[src/rtl/instr_encoder_if.sv]
// Stream bundle between an RV32I field producer and the instruction encoder.
// Producer side is the master; the encoder is the slave.
interface instr_encoder_if #(
  parameter int ADDR_W = 32
);
  logic              in_valid;
  logic              in_ready;
  logic [6:0]        in_opcode;
  logic [4:0]        in_rd;
  logic [4:0]        in_rs1;
  logic [4:0]        in_rs2;
  logic [2:0]        in_funct3;
  logic [6:0]        in_funct7;
  logic [31:0]       in_imm;
  logic              out_valid;
  logic              out_ready;
  logic [31:0]       out_instr;
  logic [ADDR_W-1:0] out_addr;
  logic              out_err;

  modport master (
    output in_valid, in_opcode, in_rd, in_rs1, in_rs2, in_funct3, in_funct7, in_imm,
    output out_ready,
    input  in_ready, out_valid, out_instr, out_addr, out_err
  );

  modport slave (
    input  in_valid, in_opcode, in_rd, in_rs1, in_rs2, in_funct3, in_funct7, in_imm,
    input  out_ready,
    output in_ready, out_valid, out_instr, out_addr, out_err
  );
endinterface

[src/rtl/instr_encoder.sv]
// Packs decoded RV32I fields into a 32-bit word, replacing unencodable input with
// a NOP, and streams the result through one registered stage with a byte address.
module instr_encoder #(
  parameter int                ADDR_W    = 32,
  parameter logic [ADDR_W-1:0] BASE_ADDR = '0,
  parameter int                CNT_W     = 8
) (
  input  logic             clk,
  input  logic             rst,
  instr_encoder_if.slave   bus,
  output logic [CNT_W-1:0] err_count
);
  localparam logic [6:0]  OP_R      = 7'b0110011;
  localparam logic [6:0]  OP_IMM    = 7'b0010011;
  localparam logic [6:0]  OP_LOAD   = 7'b0000011;
  localparam logic [6:0]  OP_JALR   = 7'b1100111;
  localparam logic [6:0]  OP_STORE  = 7'b0100011;
  localparam logic [6:0]  OP_BRANCH = 7'b1100011;
  localparam logic [6:0]  OP_LUI    = 7'b0110111;
  localparam logic [6:0]  OP_AUIPC  = 7'b0010111;
  localparam logic [6:0]  OP_JAL    = 7'b1101111;
  localparam logic [31:0] NOP       = 32'h0000_0013;

  logic              r_valid;
  logic [31:0]       r_instr;
  logic [ADDR_W-1:0] r_addr;
  logic              r_err;
  logic [CNT_W-1:0]  r_err_cnt;

  logic        w_accept;
  logic        w_deliver;
  logic [31:0] w_raw;
  logic [31:0] w_instr;
  logic        w_err;
  logic        w_fit12;
  logic        w_fit13;
  logic        w_fit21;

  logic [31:0] w_imm;
  logic [6:0]  w_op;
  logic [2:0]  w_f3;
  assign w_imm = bus.in_imm;
  assign w_op  = bus.in_opcode;
  assign w_f3  = bus.in_funct3;

  // Signed range checks: every bit above the top encodable bit must match it.
  assign w_fit12 = (&w_imm[31:11]) | ~(|w_imm[31:11]);
  assign w_fit13 = (&w_imm[31:12]) | ~(|w_imm[31:12]);
  assign w_fit21 = (&w_imm[31:20]) | ~(|w_imm[31:20]);

  always_comb begin
    w_raw = NOP;
    w_err = 1'b0;
    case (w_op)
      OP_R: begin
        w_raw = {bus.in_funct7, bus.in_rs2, bus.in_rs1, w_f3, bus.in_rd, w_op};
      end
      OP_IMM: begin
        if (w_f3 == 3'b001 || w_f3 == 3'b101) begin
          w_raw = {bus.in_funct7, w_imm[4:0], bus.in_rs1, w_f3, bus.in_rd, w_op};
          w_err = |w_imm[31:5];
        end else begin
          w_raw = {w_imm[11:0], bus.in_rs1, w_f3, bus.in_rd, w_op};
          w_err = ~w_fit12;
        end
      end
      OP_LOAD, OP_JALR: begin
        w_raw = {w_imm[11:0], bus.in_rs1, w_f3, bus.in_rd, w_op};
        w_err = ~w_fit12;
      end
      OP_STORE: begin
        w_raw = {w_imm[11:5], bus.in_rs2, bus.in_rs1, w_f3, w_imm[4:0], w_op};
        w_err = ~w_fit12;
      end
      OP_BRANCH: begin
        w_raw = {w_imm[12], w_imm[10:5], bus.in_rs2, bus.in_rs1, w_f3,
                 w_imm[4:1], w_imm[11], w_op};
        w_err = ~w_fit13 | w_imm[0];
      end
      OP_LUI, OP_AUIPC: begin
        w_raw = {w_imm[31:12], bus.in_rd, w_op};
        w_err = |w_imm[11:0];
      end
      OP_JAL: begin
        w_raw = {w_imm[20], w_imm[10:1], w_imm[11], w_imm[19:12], bus.in_rd, w_op};
        w_err = ~w_fit21 | w_imm[0];
      end
      default: begin
        w_raw = NOP;
        w_err = 1'b1;
      end
    endcase
  end

  assign w_instr = w_err ? NOP : w_raw;

  assign bus.in_ready = ~r_valid | bus.out_ready;
  assign w_accept     = bus.in_valid & bus.in_ready;
  assign w_deliver    = r_valid & bus.out_ready;

  // r_addr always names the held word; it moves on only when that word leaves.
  always_ff @(posedge clk) begin
    if (rst) begin
      r_valid   <= 1'b0;
      r_instr   <= '0;
      r_err     <= 1'b0;
      r_addr    <= BASE_ADDR;
      r_err_cnt <= '0;
    end else begin
      if (w_deliver) begin
        r_addr <= r_addr + ADDR_W'(4);
        if (r_err && !(&r_err_cnt))
          r_err_cnt <= r_err_cnt + CNT_W'(1);
      end
      if (w_accept) begin
        r_valid <= 1'b1;
        r_instr <= w_instr;
        r_err   <= w_err;
      end else if (w_deliver) begin
        r_valid <= 1'b0;
      end
    end
  end

  assign bus.out_valid = r_valid;
  assign bus.out_instr = r_instr;
  assign bus.out_addr  = r_addr;
  assign bus.out_err   = r_err;
  assign err_count     = r_err_cnt;
endmodule

[src/flat_wrapper.sv]
// flat-port wrapper written by rule: the top's interface ports become plain ports
module instr_encoder_flat 
#(
  parameter int                ADDR_W    = 32,
  parameter logic [ADDR_W-1:0] BASE_ADDR = '0,
  parameter int                CNT_W     = 8
)
  (clk, rst, err_count, bus_in_valid, bus_in_opcode, bus_in_rd, bus_in_rs1, bus_in_rs2, bus_in_funct3, bus_in_funct7, bus_in_imm, bus_out_ready, bus_in_ready, bus_out_valid, bus_out_instr, bus_out_addr, bus_out_err);
  instr_encoder_if #(.ADDR_W(ADDR_W)) bus_i ();
  input  logic clk;
  input  logic rst;
  output logic [CNT_W-1:0] err_count;
  input wire logic [$bits(bus_i.in_valid)-1:0] bus_in_valid;
  input wire logic [$bits(bus_i.in_opcode)-1:0] bus_in_opcode;
  input wire logic [$bits(bus_i.in_rd)-1:0] bus_in_rd;
  input wire logic [$bits(bus_i.in_rs1)-1:0] bus_in_rs1;
  input wire logic [$bits(bus_i.in_rs2)-1:0] bus_in_rs2;
  input wire logic [$bits(bus_i.in_funct3)-1:0] bus_in_funct3;
  input wire logic [$bits(bus_i.in_funct7)-1:0] bus_in_funct7;
  input wire logic [$bits(bus_i.in_imm)-1:0] bus_in_imm;
  input wire logic [$bits(bus_i.out_ready)-1:0] bus_out_ready;
  output wire logic [$bits(bus_i.in_ready)-1:0] bus_in_ready;
  output wire logic [$bits(bus_i.out_valid)-1:0] bus_out_valid;
  output wire logic [$bits(bus_i.out_instr)-1:0] bus_out_instr;
  output wire logic [$bits(bus_i.out_addr)-1:0] bus_out_addr;
  output wire logic [$bits(bus_i.out_err)-1:0] bus_out_err;
  assign bus_i.in_valid = bus_in_valid;
  assign bus_i.in_opcode = bus_in_opcode;
  assign bus_i.in_rd = bus_in_rd;
  assign bus_i.in_rs1 = bus_in_rs1;
  assign bus_i.in_rs2 = bus_in_rs2;
  assign bus_i.in_funct3 = bus_in_funct3;
  assign bus_i.in_funct7 = bus_in_funct7;
  assign bus_i.in_imm = bus_in_imm;
  assign bus_i.out_ready = bus_out_ready;
  assign bus_in_ready = bus_i.in_ready;
  assign bus_out_valid = bus_i.out_valid;
  assign bus_out_instr = bus_i.out_instr;
  assign bus_out_addr = bus_i.out_addr;
  assign bus_out_err = bus_i.out_err;
  instr_encoder #(.ADDR_W(ADDR_W), .BASE_ADDR(BASE_ADDR), .CNT_W(CNT_W)) u_core (.clk(clk), .rst(rst), .bus(bus_i), .err_count(err_count));
endmodule
[config.mk]
export PLATFORM = sky130hd
export DESIGN_NAME = instr_encoder_flat
export DESIGN_NICKNAME = d
export VERILOG_FILES = /design/src/rtl/instr_encoder_if.sv /design/src/rtl/instr_encoder.sv /design/src/flat_wrapper.sv
export SDC_FILE = /design/constraint.sdc
export NUM_CORES = 1
export LEC_CHECK = 0
export BUFFER_PORTS_ARGS = -buffer_cell sky130_fd_sc_hd__buf_4
export CORE_ASPECT_RATIO = 0.5
export CORE_UTILIZATION = 40
export CTS_CLUSTER_SIZE = 14
export DETAILED_ROUTE_END_ITERATION = 10
export PLACE_DENSITY = 0.68
export RECOVER_POWER = 25
export SLEW_MARGIN = 25
export SYNTH_ARGS = -nofsm -noshare
export SYNTH_HDL_FRONTEND = slang
export SYNTH_SLANG_ARGS = --single-unit
[constraint.sdc]
create_clock -name clk -period 3.53 [get_ports clk]
set_input_delay 0.5295 -clock clk [delete_from_list [all_inputs] [get_ports clk]]
set_output_delay 0.5295 -clock clk [all_outputs]
set_load 0.03 [all_outputs]
Word level (Yosys, flattened, before mapping)
Index checks and enable logic that the tools add are counted.

$add $sub $neg: 2. Equality and inequality tests: 11. Mux-type cells: 7. Bitwise operators: 15. Reductions and logical operators: 17.

Operator list (number): case mux 32 bit (7 select lines) (1); 2-to-1 mux 32 bit (2); adder 32 x 3 -> 32 bit (second input constant) (1); OR reduction 27 bit (1); OR reduction 12 bit (2); == test 7 x 6 -> 1 bit (second input constant) (3); == test 7 bit (second input constant) (3); AND reduction 21 bit (1); OR reduction 21 bit (1); AND reduction 20 bit (1); OR reduction 20 bit (1); == test 7 x 5 -> 1 bit (second input constant) (2); AND reduction 12 bit (1); adder 8 x 1 -> 8 bit (second input constant) (1); AND reduction 8 bit (1); == test 7 x 2 -> 1 bit (second input constant) (1); NOT 1 bit (7); bitwise OR 1 bit (6); case mux 1 bit (6 select lines) (1); OR reduction 2 bit (2); == test 3 x 1 -> 1 bit (second input constant) (1); == test 3 bit (second input constant) (1); 2-to-1 mux 1 bit (3); OR reduction 3 bit (1); other kinds (6) (7).

Flip-flop bits (word level): 74. Input port bits: 68. Output and inout bits: 75.

Depth between registers and ports, before layout
Depth after elaboration: 7. Mapped depth: 8.

Worst setup path after synthesis
OpenSTA, ideal clock, no wires.

Path type: input to register. Start point: input bus_in_imm[8]. End point: register u_core.r_instr[12] (netlist: u_core.bus.out_instr[12]). Setup time: 69 ps. Arrival: 2653 ps. Required time: 3461 ps. Setup slack: 808 ps. Stages: 7. Path buffers: 1. Path through: or4_1 or4_1 a211o_1 a221oi_2 o2111ai_4 buf_6 o21ai_2.

Cells in the longest elaborated chain, start to end: 4.

Ends and longest elaborated chain: start: declaration (line flat_wrapper.sv:20) `input wire logic [$bits(bus_i.in_imm)-1:0] bus_in_imm;`; OR reduction 27 bit (line instr_encoder.sv:61) `w_err = |w_imm[31:5];`; 2-to-1 mux 1 bit (line instr_encoder.sv:59) `if (w_f3 == 3'b001 || w_f3 == 3'b101) begin`; case mux 1 bit (6 select lines) (*) (line instr_encoder.sv:54) `case (w_op)`; 2-to-1 mux 32 bit (*) (line instr_encoder.sv:95) `assign w_instr = w_err ? NOP : w_raw;`; end signal: assignment (line instr_encoder.sv:117) `r_instr <= w_instr;`; end: declaration (line instr_encoder.sv:25) `logic [31:0] r_instr;`.

Mark *: on every way between the ends. The rest lies on a longest branch, timed or not. A chain may end at the register's enable or synchronous reset.

Worst setup path after layout
Start point: input bus_in_imm[8]. End point: register u_core.r_instr[26] (netlist: u_core.bus.out_instr[26]).

Same word-level chain as after synthesis.

==> results.json <==
{
  "status": "completed",
  "path_class": "primary input to flop",
  "finalSetupViolations": 0,
  "post_drt_wl_per_cell_um": 14.6,
  "ys.flop_type": "dfxtp_1",
  "setup-tns-final_ns": 0,
  "n_fill_cell": 791,
  "grt_use_total_pct": 21.7,
  "syn-cell-area_um2": 3580,
  "clock_sinks": 72,
  "finClkSkew_ns": 0.00540,
  "dp_hpwl_mm": 7.40,
  "fp.dieW_um": 136,
  "routabilityCongestion": 0.853,
  "drive_above_1_share_pct": 29.0,
  "grt_max_degree": 45,
  "hold_buffers": 0,
  "via_per_inst": 5.33,
  "fin_crit_sh_pct": 81.1,
  "cts_buffers": 9,
  "hold_class": "flop to flop",
  "yosysSeqAreaShare_pct": 40.2,
  "area_growth_pct": 37.4,
  "finalHoldViolations": 0,
  "cpPeakStageDelay_ns": 0.55,
  "place_area_um2": 4670,
  "ioPinCount": 143,
  "h-tree-depth": 3,
  "drtIter0Drc": 276,
  "routed.top_layer": "met4",
  "cts_tree": "done",
  "cpMaxStageDelayCell": "or4_1",
  "route.met3.wl_um": 748,
  "dr.pass1.iters": 5,
  "start_util_pct": 42.9,
  "yosysWarningCount": 0,
  "crit_top_cell": "or4_1",
  "crit_path_end_kind": "flop",
  "final_util_pct": 59.0,
  "dieHeight_um": 68.9,
  "startpoint_type": "primary input",
  "rsz0062_at_grt": "false",
  "max-clock-path-buffers": 2,
  "die_area_um2": 9360,
  "critPathMaxFanout": 18,
  "grt_overflow": 0,
  "netlist_instances": 418,
  "drv_slew": 0,
  "root_buffer": "clkbuf_16",
  "clock_latency_ns": 0.33,
  "coreArea_um2": 8350,
  "drv_cap": 0,
  "syn_avg_cell_area_um2": 8.57,
  "post_cts_buffers": 0,
  "design_area_um2": 4920,
  "leakagePower_nw": 1.92,
  "wl_met2_mm": 4.45,
  "final_antenna_net_count": 0,
  "worst-path-buf-inv": 2,
  "grt_pass1_vias": 3219,
  "async_flop_share_pct": 0,
  "crit_chain": "buf_4, or4_1, or4_1, a211o_1, a221oi_2, o2111ai_4, buf_12, o21ai_0",
  "synth-edff-count": 0,
  "antenna_found_initial": 0,
  "port_buffers": 140,
  "min_period_ns": 2.86,
  "relSlewSlack_pct": 37.4,
  "num_rows": 23,
  "ys_ff_latch": 72,
  "fmax_ghz": 0.349,
  "tightest_slew_ns": 0.930,
  "ir_drop_uv": 284,
  "drc": 0,
  "vias": 3577,
  "cts.clk_slew.worst_paths_ns": 0.06,
  "cts_resized": 0,
  "arrival_ns": 3.12,
  "diodes": 0,
  "critPathRequiredTime_ns": 3.79,
  "wl_mm": 9.80,
  "yosysUniqueCellTypes": 56,
  "grt_pass1_wl_mm": 15.5,
  "crit_family": "simple AND/OR/NAND/NOR gates",
  "nNetsFinal": 624,
  "wl_met1_mm": 4.45,
  "powerDensity_nw_per_um2": 420
}
## cells in the mapped netlist, types with 2 or more instances
library cell | number | share of area, %
clkbuf_1 | 12 | 1.3
buf_4 | 2 | 0.42
nand2_1 | 54 | 5.7
nand4_1 | 18 | 3.1
xor2_1 | 24 | 5.9
o21ai_2 | 19 | 4.6
xnor2_1 | 8 | 2.0
clkbuf_8 | 2 | 0.77
nor2b_1 | 3 | 0.52
nor2_1 | 57 | 6.0
and2_1 | 4 | 0.70
a222oi_1 | 11 | 3.1
and4_1 | 5 | 1.2
o211a_1 | 2 | 0.56
dfxtp_1 | 72 | 40
a21oi_1 | 11 | 1.5
inv_1 | 6 | 0.63
buf_6 | 2 | 0.63
ha_1 | 2 | 0.70
and2_0 | 2 | 0.35
and3_2 | 2 | 0.42
nand3_1 | 11 | 1.5
o21ai_0 | 16 | 2.2
a22oi_1 | 15 | 3.1
and3_1 | 3 | 0.52
o31ai_1 | 5 | 1.0
nor3_1 | 8 | 1.1
mux2i_1 | 2 | 0.56
or3_1 | 4 | 0.70
or4_1 | 5 | 1.0
nor4_1 | 6 | 1.0
## area by class of cell
cell class	count	area (um2)	area share, %
clock inverters	5	103	2.08
clock buffers	11	253	5.13
multi-input cells	322	1980	40.3
inverters	6	22.5	0.457
flip-flops and latches	72	1440	29.3
well taps	112	140	2.85
repair buffers	143	981	19.9
## tightest hold or removal path: cells and delay by family, from the launching register on
kind | cells | cell delay, ns
simple gates | 1 | 0.06
compound gates | 1 | 0.05
flops | 1 | 0.32
## report_power, final
part,internal [mW],total (mW),switching [mW]
clock network,0.727,1.07,0.342
registers,0.819,0.824,0.00485
logic,0.0776,0.176,0.0984
total,1.62,2.07,0.446
## stage by stage
stage                     std cells  hold slack [ns]  setup slack [ns]  total power [mW]
after floorplan                 419            0.576             0.808             0.929
after global placement          655            0.438             0.390              1.02
after detailed placement        655            0.444             0.324              1.02
after CTS                       671            0.447             0.676              2.09
after global routing            671            0.442             0.554              2.15
final                           671            0.452             0.668              2.07
## state kept, by name, summed over array words and instances, names as in the netlist
| register | cells |
|---|---|
| u_core.bus.out_valid | 1 |
| u_core.bus.out_err | 1 |
| u_core.bus.out_addr | 30 |
| u_core.err_count | 8 |
| u_core.bus.out_instr | 32 |
## final timing paths
check | startpoint | to | slack, ns | depth (start not counted)
setup / recovery | bus_in_imm[8] | u_core.bus.out_instr[26] | 0.67 | 8
hold / removal | u_core.bus.out_instr[22] | u_core.bus.out_instr[22] | 0.45 | 2
setup reg to reg | u_core.bus.out_valid | u_core.bus.out_addr[29] | 1.12 | 6
hold reg to reg | u_core.bus.out_instr[22] | u_core.bus.out_instr[22] | 0.45 | 2
## per-layer routing
layer / global-route usage, % / up-vias
li1: - / 1797
met1: 26.8 / 1644
met2: 34.9 / 122
met3: 8.99 / 14
met4: 6.53 / 0
met5: 0 / -
## cell families after synthesis
family	count (synthesis)	share of synthesized area, %
adders and majority gates	2	0.698
muxes	3	0.873
other	1	0.105
DFF	72	40.2
xor gates and xnor gates	32	7.82
buffers and inverters	25	4.61
AOI/OAI and AO/OA	93	20.1
and+or+nand+nor	190	25.6
## placed cells by master (no fill, tap or decap), drive strengths merged, types with 2 or more instances in the layout
cell / n
buf: 115
dfxtp: 72
nor2: 57
nand2: 55
clkbuf: 39
o21ai: 36
xor2: 24
nand4: 18
a22oi: 15
nand3: 11
a21oi: 11
a222oi: 11
xnor2: 8
nor3: 8
nor4: 6
inv: 6
and2: 6
and4: 5
o31ai: 5
or4: 5
or3: 5
and3: 5
nor2b: 3
bufinv: 3
mux2i: 2
o211a: 2
ha: 2
conb: 2
Note: power is estimated with default switching activity, not from simulation.
